[src/rtl/bunch_strobe_gen.sv]
// Bunch strobe generator: trigger -> start delay -> train of 1..8 integration windows
// with per-bunch channel select and result_valid aligned to the integrator output.
// Optional trigger/miss counters are compiled in with `define BUNCH_TRIG_CNT_EN.
module bunch_strobe_gen #(
  parameter int DLY_W   = 10,
  parameter int GAP_W   = 8,
  parameter int MIN_GAP = 11
) (
  input  logic             clk,
  input  logic             rst,
  input  logic             trig,
  input  logic [DLY_W-1:0] start_dly,
  input  logic [5:0]       strb_len,
  input  logic [GAP_W-1:0] bunch_gap,
  input  logic [2:0]       n_bunch,
  input  logic [15:0]      sel_pattern,
  output logic             bunch_strb,
  output logic [1:0]       sel,
  output logic [2:0]       bunch_idx,
  output logic             result_valid,
  output logic             busy,
  output logic             trig_missed
`ifdef BUNCH_TRIG_CNT_EN
  , output logic [15:0]    trig_count
  , output logic [7:0]     miss_count
`endif
);

  localparam int W_DG  = (DLY_W > GAP_W) ? DLY_W : GAP_W;
  localparam int CNT_W = (W_DG > 6) ? W_DG : 6;

  localparam logic [CNT_W-1:0] CNT_ONE    = CNT_W'(1);
  localparam logic [CNT_W-1:0] MIN_GAP_CW = CNT_W'(MIN_GAP);
  localparam logic [CNT_W-1:0] MIN_GAP_M1 = CNT_W'(MIN_GAP - 1);

  typedef enum logic [2:0] {
    IDLE,
    DELAY,
    STROBE,
    GAP,
    TAIL
  } state_t;

  state_t           state, state_nx;
  logic [CNT_W-1:0] cnt, cnt_nx;

  // Train configuration captured at trigger acceptance, stored as (cycles - 1).
  logic [5:0]       lat_len_m1;
  logic [CNT_W-1:0] lat_gap_m1;
  logic [2:0]       lat_nb;
  logic [15:0]      lat_pat;

  logic [5:0]       len_m1_in;
  logic [CNT_W-1:0] gap_ext;
  logic [CNT_W-1:0] gap_m1_in;
  logic [2:0]       next_slot;

  logic             load;
  logic             gap_entry;
  logic             strb_fall;
  logic             rv_p1;
  logic             inc_p1;
  logic             inc_p2;

  assign len_m1_in = (strb_len == 6'd0) ? 6'd0 : strb_len - 6'd1;
  assign gap_ext   = CNT_W'(bunch_gap);
  assign gap_m1_in = (gap_ext < MIN_GAP_CW) ? MIN_GAP_M1 : gap_ext - CNT_ONE;
  assign next_slot = bunch_idx + 3'd1;

  // NOTE: every signal driven here gets a default first so no latch is inferred.
  always_comb begin
    state_nx  = state;
    cnt_nx    = cnt;
    load      = 1'b0;
    gap_entry = 1'b0;
    strb_fall = 1'b0;
    case (state)
      IDLE: begin
        if (trig) begin
          load = 1'b1;
          if (start_dly == '0) begin
            state_nx = STROBE;
            cnt_nx   = CNT_W'(len_m1_in);
          end else begin
            state_nx = DELAY;
            cnt_nx   = CNT_W'(start_dly) - CNT_ONE;
          end
        end
      end
      DELAY: begin
        if (cnt == '0) begin
          state_nx = STROBE;
          cnt_nx   = CNT_W'(lat_len_m1);
        end else begin
          cnt_nx = cnt - CNT_ONE;
        end
      end
      STROBE: begin
        if (cnt == '0) begin
          strb_fall = 1'b1;
          if (bunch_idx < lat_nb) begin
            state_nx  = GAP;
            cnt_nx    = lat_gap_m1;
            gap_entry = 1'b1;
          end else begin
            state_nx = TAIL;
            cnt_nx   = MIN_GAP_M1;
          end
        end else begin
          cnt_nx = cnt - CNT_ONE;
        end
      end
      GAP: begin
        if (cnt == '0) begin
          state_nx = STROBE;
          cnt_nx   = CNT_W'(lat_len_m1);
        end else begin
          cnt_nx = cnt - CNT_ONE;
        end
      end
      TAIL: begin
        if (cnt == '0) begin
          state_nx = IDLE;
        end else begin
          cnt_nx = cnt - CNT_ONE;
        end
      end
      default: begin
        state_nx = IDLE;
        cnt_nx   = '0;
      end
    endcase
  end

  // NOTE: sequential state uses non-blocking assignments only, so every register
  // samples the pre-edge values regardless of statement order.
  always_ff @(posedge clk or posedge rst) begin
    if (rst) begin
      state        <= IDLE;
      cnt          <= '0;
      lat_len_m1   <= '0;
      lat_gap_m1   <= '0;
      lat_nb       <= '0;
      lat_pat      <= '0;
      rv_p1        <= 1'b0;
      inc_p1       <= 1'b0;
      inc_p2       <= 1'b0;
      bunch_strb   <= 1'b0;
      sel          <= '0;
      bunch_idx    <= '0;
      result_valid <= 1'b0;
      busy         <= 1'b0;
      trig_missed  <= 1'b0;
    end else begin
      state <= state_nx;
      cnt   <= cnt_nx;

      if (load) begin
        lat_len_m1 <= len_m1_in;
        lat_gap_m1 <= gap_m1_in;
        lat_nb     <= n_bunch;
        lat_pat    <= sel_pattern;
      end

      bunch_strb  <= (state_nx == STROBE);
      busy        <= (state_nx != IDLE);
      trig_missed <= trig && (state != IDLE);

      // Two-stage delay matches the integrator's accumulate + output registers.
      rv_p1        <= strb_fall;
      result_valid <= rv_p1;
      inc_p1       <= gap_entry;
      inc_p2       <= inc_p1;

      if (load) begin
        bunch_idx <= '0;
        sel       <= sel_pattern[1:0];
      end else begin
        if (gap_entry) begin
          sel <= lat_pat[{next_slot, 1'b0} +: 2];
        end
        if (inc_p2) begin
          bunch_idx <= next_slot;
        end
      end
    end
  end

`ifdef BUNCH_TRIG_CNT_EN
  always_ff @(posedge clk or posedge rst) begin
    if (rst) begin
      trig_count <= '0;
      miss_count <= '0;
    end else begin
      if (load) begin
        trig_count <= trig_count + 16'd1;
      end
      if (trig && (state != IDLE) && (miss_count != 8'hFF)) begin
        miss_count <= miss_count + 8'd1;
      end
    end
  end
`endif

endmodule

[config.mk]
export PLATFORM = sky130hd
export DESIGN_NAME = bunch_strobe_gen
export DESIGN_NICKNAME = d
export VERILOG_FILES = /design/src/rtl/bunch_strobe_gen.sv
export SDC_FILE = /design/constraint.sdc
export NUM_CORES = 1
export LEC_CHECK = 0
export CAP_MARGIN = 20
export CORE_AREA = 5 5 86 88
export CTS_BUF_LIST = sky130_fd_sc_hd__clkbuf_8
export DETAILED_ROUTE_END_ITERATION = 16
export DIE_AREA = 0 0 91 93
export PLACE_DENSITY = 0.8
export SYNTH_ARGS = -nofsm -noshare
export SYNTH_HDL_FRONTEND = slang
export SYNTH_SLANG_ARGS = --single-unit
export TNS_END_PERCENT = 5
[constraint.sdc]
create_clock -name clk -period 2.83 [get_ports clk]
set_input_delay 0.566 -clock clk [delete_from_list [all_inputs] [get_ports clk]]
set_output_delay 0.566 -clock clk [all_outputs]
set_load 0.1 [all_outputs]
==> flow_metrics.py <==
metrics = {
    "cts": {
        "numClockSinks": 59,
        "cts_resized": 0,
        "numCtsBuffers": 9,
        "postCtsSetupBuffers": 0,
        "clk_pin_slew_ns": 0.08,
        "clockBufferDepth": 2,
        "ctsHtreeMaxLevel": 3,
        "clk_latency_ns": 0.35,
        "cts_hold_buf": 0,
        "cts_tree": "done",
        "cts-root-buf": "clkbuf_8",
    },
    "synth": {
        "syn_area_sq_um": 3460,
        "synth_cells": 386,
        "synthArstFlopShare": 1.00,
        "synth_ff_type": "dfrtp_1",
        "synth_nets": 443,
        "synth_warnings": 0,
        "synth_edf_count": 0,
        "ys_ff_latch": 59,
        "synth_area_per_cell_sq_um": 8.97,
        "synth.distinct_cells": 54,
        "synth_seq_area_share": 0.427,
    },
    "critical_path": {
        "r2r_cells": 7,
        "worstSetupStartpointType": "register",
        "r2r_end": "cnt[5]",
        "cp_data_arrival_time_ns": 2.84,
        "path_cells": "ha_1, nand2_1, o21ai_0, nor2_1, a22oi_1, o22ai_1, a221o_1",
        "reg2reg_from": "bunch_idx[2]",
        "cp_top_family": "compound AO/OA/AOI/OAI gates",
        "cp-end-kind": "register",
        "rrSetupSlack_ns": 0.22,
        "worst-path-buf-inv": 0,
        "crit_slowest_cell": "o21ai_0",
        "critPathKind": "reg -> reg",
        "cp_max_fo": 6,
        "required_ns": 3.06,
        "critPathMaxStageDelay_ns": 0.77,
    },
    "cells_and_area": {
        "drive_above_1_share": 0.123,
        "fin_cells": 537,
        "nets": 509,
        "n_fill_cell": 532,
        "areaGrowthSynthToFinish_pct": 26.1,
        "num_antenna_cells": 0,
    },
    "placement": {
        "io_buffers": 54,
        "place_congestion": 0.983,
        "dpl.cell_count": 521,
        "pre_cts_slack_ns": 0.108,
        "hpwl_mm": 6.47,
    },
    "drt": {
        "vias_per_cell": 5.88,
        "drc": 0,
        "drtIter0Drc": 225,
        "wl_per_cell_microns": 16.2,
        "vias": 3156,
        "drtAntennaViolNets": 0,
        "drt_first_pass_iters": 5,
        "routed_wl_mm": 8.71,
    },
    "timing": {
        "worstMarginPinSlew_ns": 0.988,
        "fin_crit_ns": 2.61,
        "fin_crit_sh": 0.922,
        "hold_viol": 0,
        "relSlewSlack": 0.335,
        "timing.fmax_mhz": 383,
        "fin_setup_tns_ns": 0,
        "fin_ws_ns": 0.221,
        "grt_setup_unrepaired": "false",
        "holdWs_ns": 0.351,
        "finalClockSkew_ns": 0.0154,
        "finalSetupViolCount": 0,
        "maxSlewViolCount": 0,
    },
    "hold_path": {
        "min_to": "inc_p2",
        "hold_path_class": "reg -> reg",
        "hold_path_depth": 0,
        "hp-start": "inc_p1",
    },
    "floorplan": {
        "rows": 30,
        "dieArea_sq_um": 8460,
        "die_h_microns": 93,
        "core_sq_um": 6570,
        "ios": 55,
        "start_util": 0.527,
        "fp.dieW_microns": 91,
    },
    "status": {
        "status": "finished, final reports clean",
    },
    "pwr": {
        "ir_drop_v": 0.000463,
        "p_leak_nw": 1.96,
        "power_density_nw_per_um2": 899,
    },
    "grt": {
        "grt_pass1_wl_mm": 15.0,
        "grt_max_degree": 34,
        "overflow": 0,
        "track_usage": 0.219,
        "antenna_found_initial": 0,
        "grt_pass1_vias": 3144,
    },
    "flow_run": {
        "max-cap-violations": 0,
    },
}
[worst max path at each step]
stage          cells after the start    startpoint  slack, ns     end
6_report                           7  bunch_idx[2]       0.22  cnt[5]
5_1_grt                            7  bunch_idx[2]       0.15  cnt[5]
4_1_cts                            7  bunch_idx[2]       0.32  cnt[5]
3_5_place_dp                      10  start_dly[0]       0.11  cnt[3]
3_3_place_gp                       6  start_dly[0]       0.19  cnt[9]
2_1_floorplan                      7  bunch_idx[0]       0.32  cnt[5]
[sequential cells by signal, indices dropped and copies added (netlist names)]
signal,count
lat_gap_m1,9
busy,1
rv_p1,1
sel,2
state,3
cnt,10
inc_p2,1
trig_missed,1
lat_nb,3
lat_pat,16
bunch_strb,1
lat_len_m1,6
result_valid,1
inc_p1,1
bunch_idx,3
[synthesized netlist by cell type, types with 3 or more instances]
cell	instances	area (sq um)
nor2_1	32	120
a221o_1	4	40.0
o21ai_0	24	120
buf_2	4	20.0
inv_1	15	56.3
xor2_1	13	114
a22oi_1	4	30.0
a211oi_1	6	45.0
and2_1	3	18.8
mux2i_1	8	80.1
or4_1	3	22.5
nand3_1	4	20.0
ha_1	11	138
dfrtp_1	59	1480
nor3b_1	5	37.5
xnor2_1	8	70.1
a31oi_1	3	18.8
a21oi_1	12	60.1
mux4_2	4	90.1
clkbuf_1	11	41.3
o211ai_1	5	37.5
o31ai_1	8	60.1
nor3_1	12	60.1
nand2_1	87	327
and3_1	3	18.8
[layer usage]
metal	wire length, microns	share of wire	vias to the layer above	GRT usage
met5	0	0	-	0
met4	171	0.020	0	0.106
met3	655	0.075	17	0.0499
met2	4140	0.48	155	0.341
met1	3740	0.43	1492	0.289
li1	-	-	1492	-
[report_power, final]
group | total (mW) | switching (mW) | internal (mW)
combinational | 1.60 | 0.940 | 0.662
sequential | 1.48 | 0.292 | 1.18
clock | 0.845 | 0.352 | 0.493
total | 3.92 | 1.58 | 2.34
[through the flow]
step / area [sq um] / util / power, mW
final: 4360 / 0.664 / 3.92
after global routing: 4360 / 0.664 / 4.20
after CTS: 4360 / 0.664 / 3.90
after detailed placement: 4150 / 0.631 / 3.06
after global placement: 4150 / 0.631 / 3.01
after floorplan: 3460 / - / 2.59
[kinds of logic after synthesis]
kind of cell | after synthesis | synth area share
compound gates | 84 | 0.167
mux | 12 | 0.0492
simple gates | 167 | 0.228
buf+inv | 32 | 0.0362
flops | 59 | 0.427
fa+ha+maj | 11 | 0.0398
xor+xnor | 21 | 0.0531
[layout make-up]
type                            count  area [sq um]  area share
Clock buffer                        9           124      0.0284
Clock inverter                      7          93.8      0.0215
Inverter                           15          56.3      0.0129
Multi-Input combinational cell    295          1860       0.426
Sequential cell                    59          1480       0.338
Tap cell                           80           100      0.0229
Timing Repair Buffer               72           653       0.150
[layout by cell type, fill, tap and decap left out, types with 5 or more instances in the layout]
cell type        Yosys  layout
nand2_1             87      87
dfrtp_1             59      59
clkdlybuf4s50_1      0      45
nor2_1              32      32
buf_4                0      27
o21ai_0             24      24
inv_1               15      15
xor2_1              13      13
nor3_1              12      12
a21oi_1             12      12
ha_1                11      11
clkbuf_8             0       9
o31ai_1              8       8
mux2i_1              8       8
xnor2_1              8       8
a211oi_1             6       6
nor3b_1              5       5
o211ai_1             5       5
Power figures use the tool's default switching activity.
==> RTL change: new RTL, same flow settings <==
Build with the macro `BUNCH_TRIG_CNT_EN` defined.
--- a/src/rtl/bunch_strobe_gen.sv
+++ b/src/rtl/bunch_strobe_gen.sv
@@ -2,4 +2,6 @@
 // with per-bunch channel select and result_valid aligned to the integrator output.
 // Optional trigger/miss counters are compiled in with `define BUNCH_TRIG_CNT_EN.
+`define BUNCH_TRIG_CNT_EN
+
 module bunch_strobe_gen #(
   parameter int DLY_W   = 10,
Check against the original RTL (old outputs only; new: miss_count and trig_count): equivalent (Yosys induction, for registers that start in step).
==> RTL change against the original RTL <==
  * The flow now finishes with violations (DRC)
  * Final area grew 25%
  * Critical path depth up 2
  * Area after synthesis rose by 27%
  * Cell count rose by 18%
  * Setup slack improved by 0.050 ns
  * Total power decreased by 16%
  * Clock power decreased by 7.1%
  * Sequential cell count increased by 24
  * Wire length increased by 24%
  * Critical path type unchanged
  * Largest cell class unchanged
==> RTL change: results (changes against the original RTL) <==
synth:
  ys_types: 57  # +5.6%
  synth_fp_nets: 514  # +16%
  ys_top_cells_by_count: "nand2_1, dfrtp_1, nor2_1"
  yosys-top-cells-area: "dfrtp_1, nand2_1, xnor2_1"
  synth_compound_area_share_pct: 13.2  # -3.5 points
  netlist_instances: 457  # +18%
  ys_ff_latch: 83  # +41%
  synth-adder-area-share_pct: 3.12  # -0.86 points
placement:
  portBuffers: 78  # +44%
  place_area_sq_mm: 0.00527  # +27%
  hpwl_mm: 8.12  # +25%
  dp_cells: 615  # +18%
  post-place-ws_ns: 0.194  # +0.0859 ns
  gp_congestion: 0.927  # -5.7%
grt:
  met1_usage_pct: 34.9  # +6.0 points
  track_usage_pct: 26.7  # +4.8 points
  grt_use_met2_pct: 43.3  # +9.1 points
  grt_max_degree: 43  # +26%
  grt_use_met3_pct: 6.11  # +1.1 points
  grt_pass1_wl_mm: 18.4  # +23%
routing:
  drt_iter0_drc: 287  # +28%
  wl_met2_mm: 5.21  # +26%
  wl_met3_microns: 769  # +17%
  drt-wirelength-per-cell_microns: 17.1  # +5.3%
  drc: 2  # +2
  dr.pass1.iters: 11  # +6
  drt-met1-wl_mm: 4.55  # +22%
worst_setup_path:
  rrSetupSlack_ns: 0.27  # +0.05 ns
  ff2ff_path_depth: 9  # +2
  critPathArrivalTime_ns: 2.76  # -0.08 ns
  startpoint: "cnt[0]"
  worst_path_largest_cell_delay_ns: 0.49  # -0.28 ns
  r2r-end: "sel[0]"
  crit_slowest_cell: "nor3b_2"
  worstPathMaxFanout: 8  # +2
sta:
  fin_crit_ns: 2.56  # -0.0503 ns
  tightest_slew_ns: 0.732  # -0.255 ns
  fin_skew_ns: 0.0167  # +0.00125 ns
finish:
  n_clock_buffer: 10  # +1
  regArea_sq_mm: 0.00208  # +41%
  inv_count: 17  # +2
  final_layout_size_suffix_gt1_share_pct: 15.8  # +3.5 points
  fill_cells: 402  # -24%
  signal_buffers: 91  # +26%
  nonClkBufAreaFrac_pct: 14.8  # -0.13 points
  clock_cell_area_share_pct: 3.26  # -1.7 points
  seq_share_pct: 38.1  # +4.3 points
  nNetsFinal: 603  # +18%
  largestRegisters: "lat_pat (16), trig_count (16), cnt (10)"
  multi_input_cells: 344  # +17%
  multi_input_area_sq_mm: 0.00222  # +19%
status:
  status: "complete, but fails checks"
  violations: "DRC"
power:
  p_leak_uw: 0.00252  # +28%
hold_path:
  hold_path_class: "reg -> reg"
RTL change: cell types whose count changed in the layout (fill, tap and decap cells not counted), moves of 8 or more:
cell     change
xnor2_1     +14
dfrtp_1     +24
buf_4       +18
a21oi_1      +8
RTL change: power by group:
| part | switching, uW | total [uW] | internal (uW) |
|---|---|---|---|
| Combinational | 665 | 1000 | 335 |
| Clock | 442 | 785 | 343 |
| Sequential | 180 | 1500 | 1320 |
RTL change: worst min-delay path by stage:
stage,start,endpoint,slack (ns),cells past startpoint
after floorplan,inc_p1,inc_p2,0.33,0
after global placement,inc_p1,inc_p2,0.33,0
after global routing,rv_p1,result_valid,0.38,0
final,rv_p1,result_valid,0.37,0
after detailed placement,rv_p1,result_valid,0.35,0
after CTS,rv_p1,result_valid,0.37,0
RTL change: critical path, delay by kind of cell, from the launching register on:
kind	cells	cell delay [ns]
AO/OA/AOI/OAI	2	0.20
adder cells (fa/ha/maj)	1	0.19
buffers and inverters	2	0.32
flip-flops	1	0.43
AND/OR/NAND/NOR	4	1.26
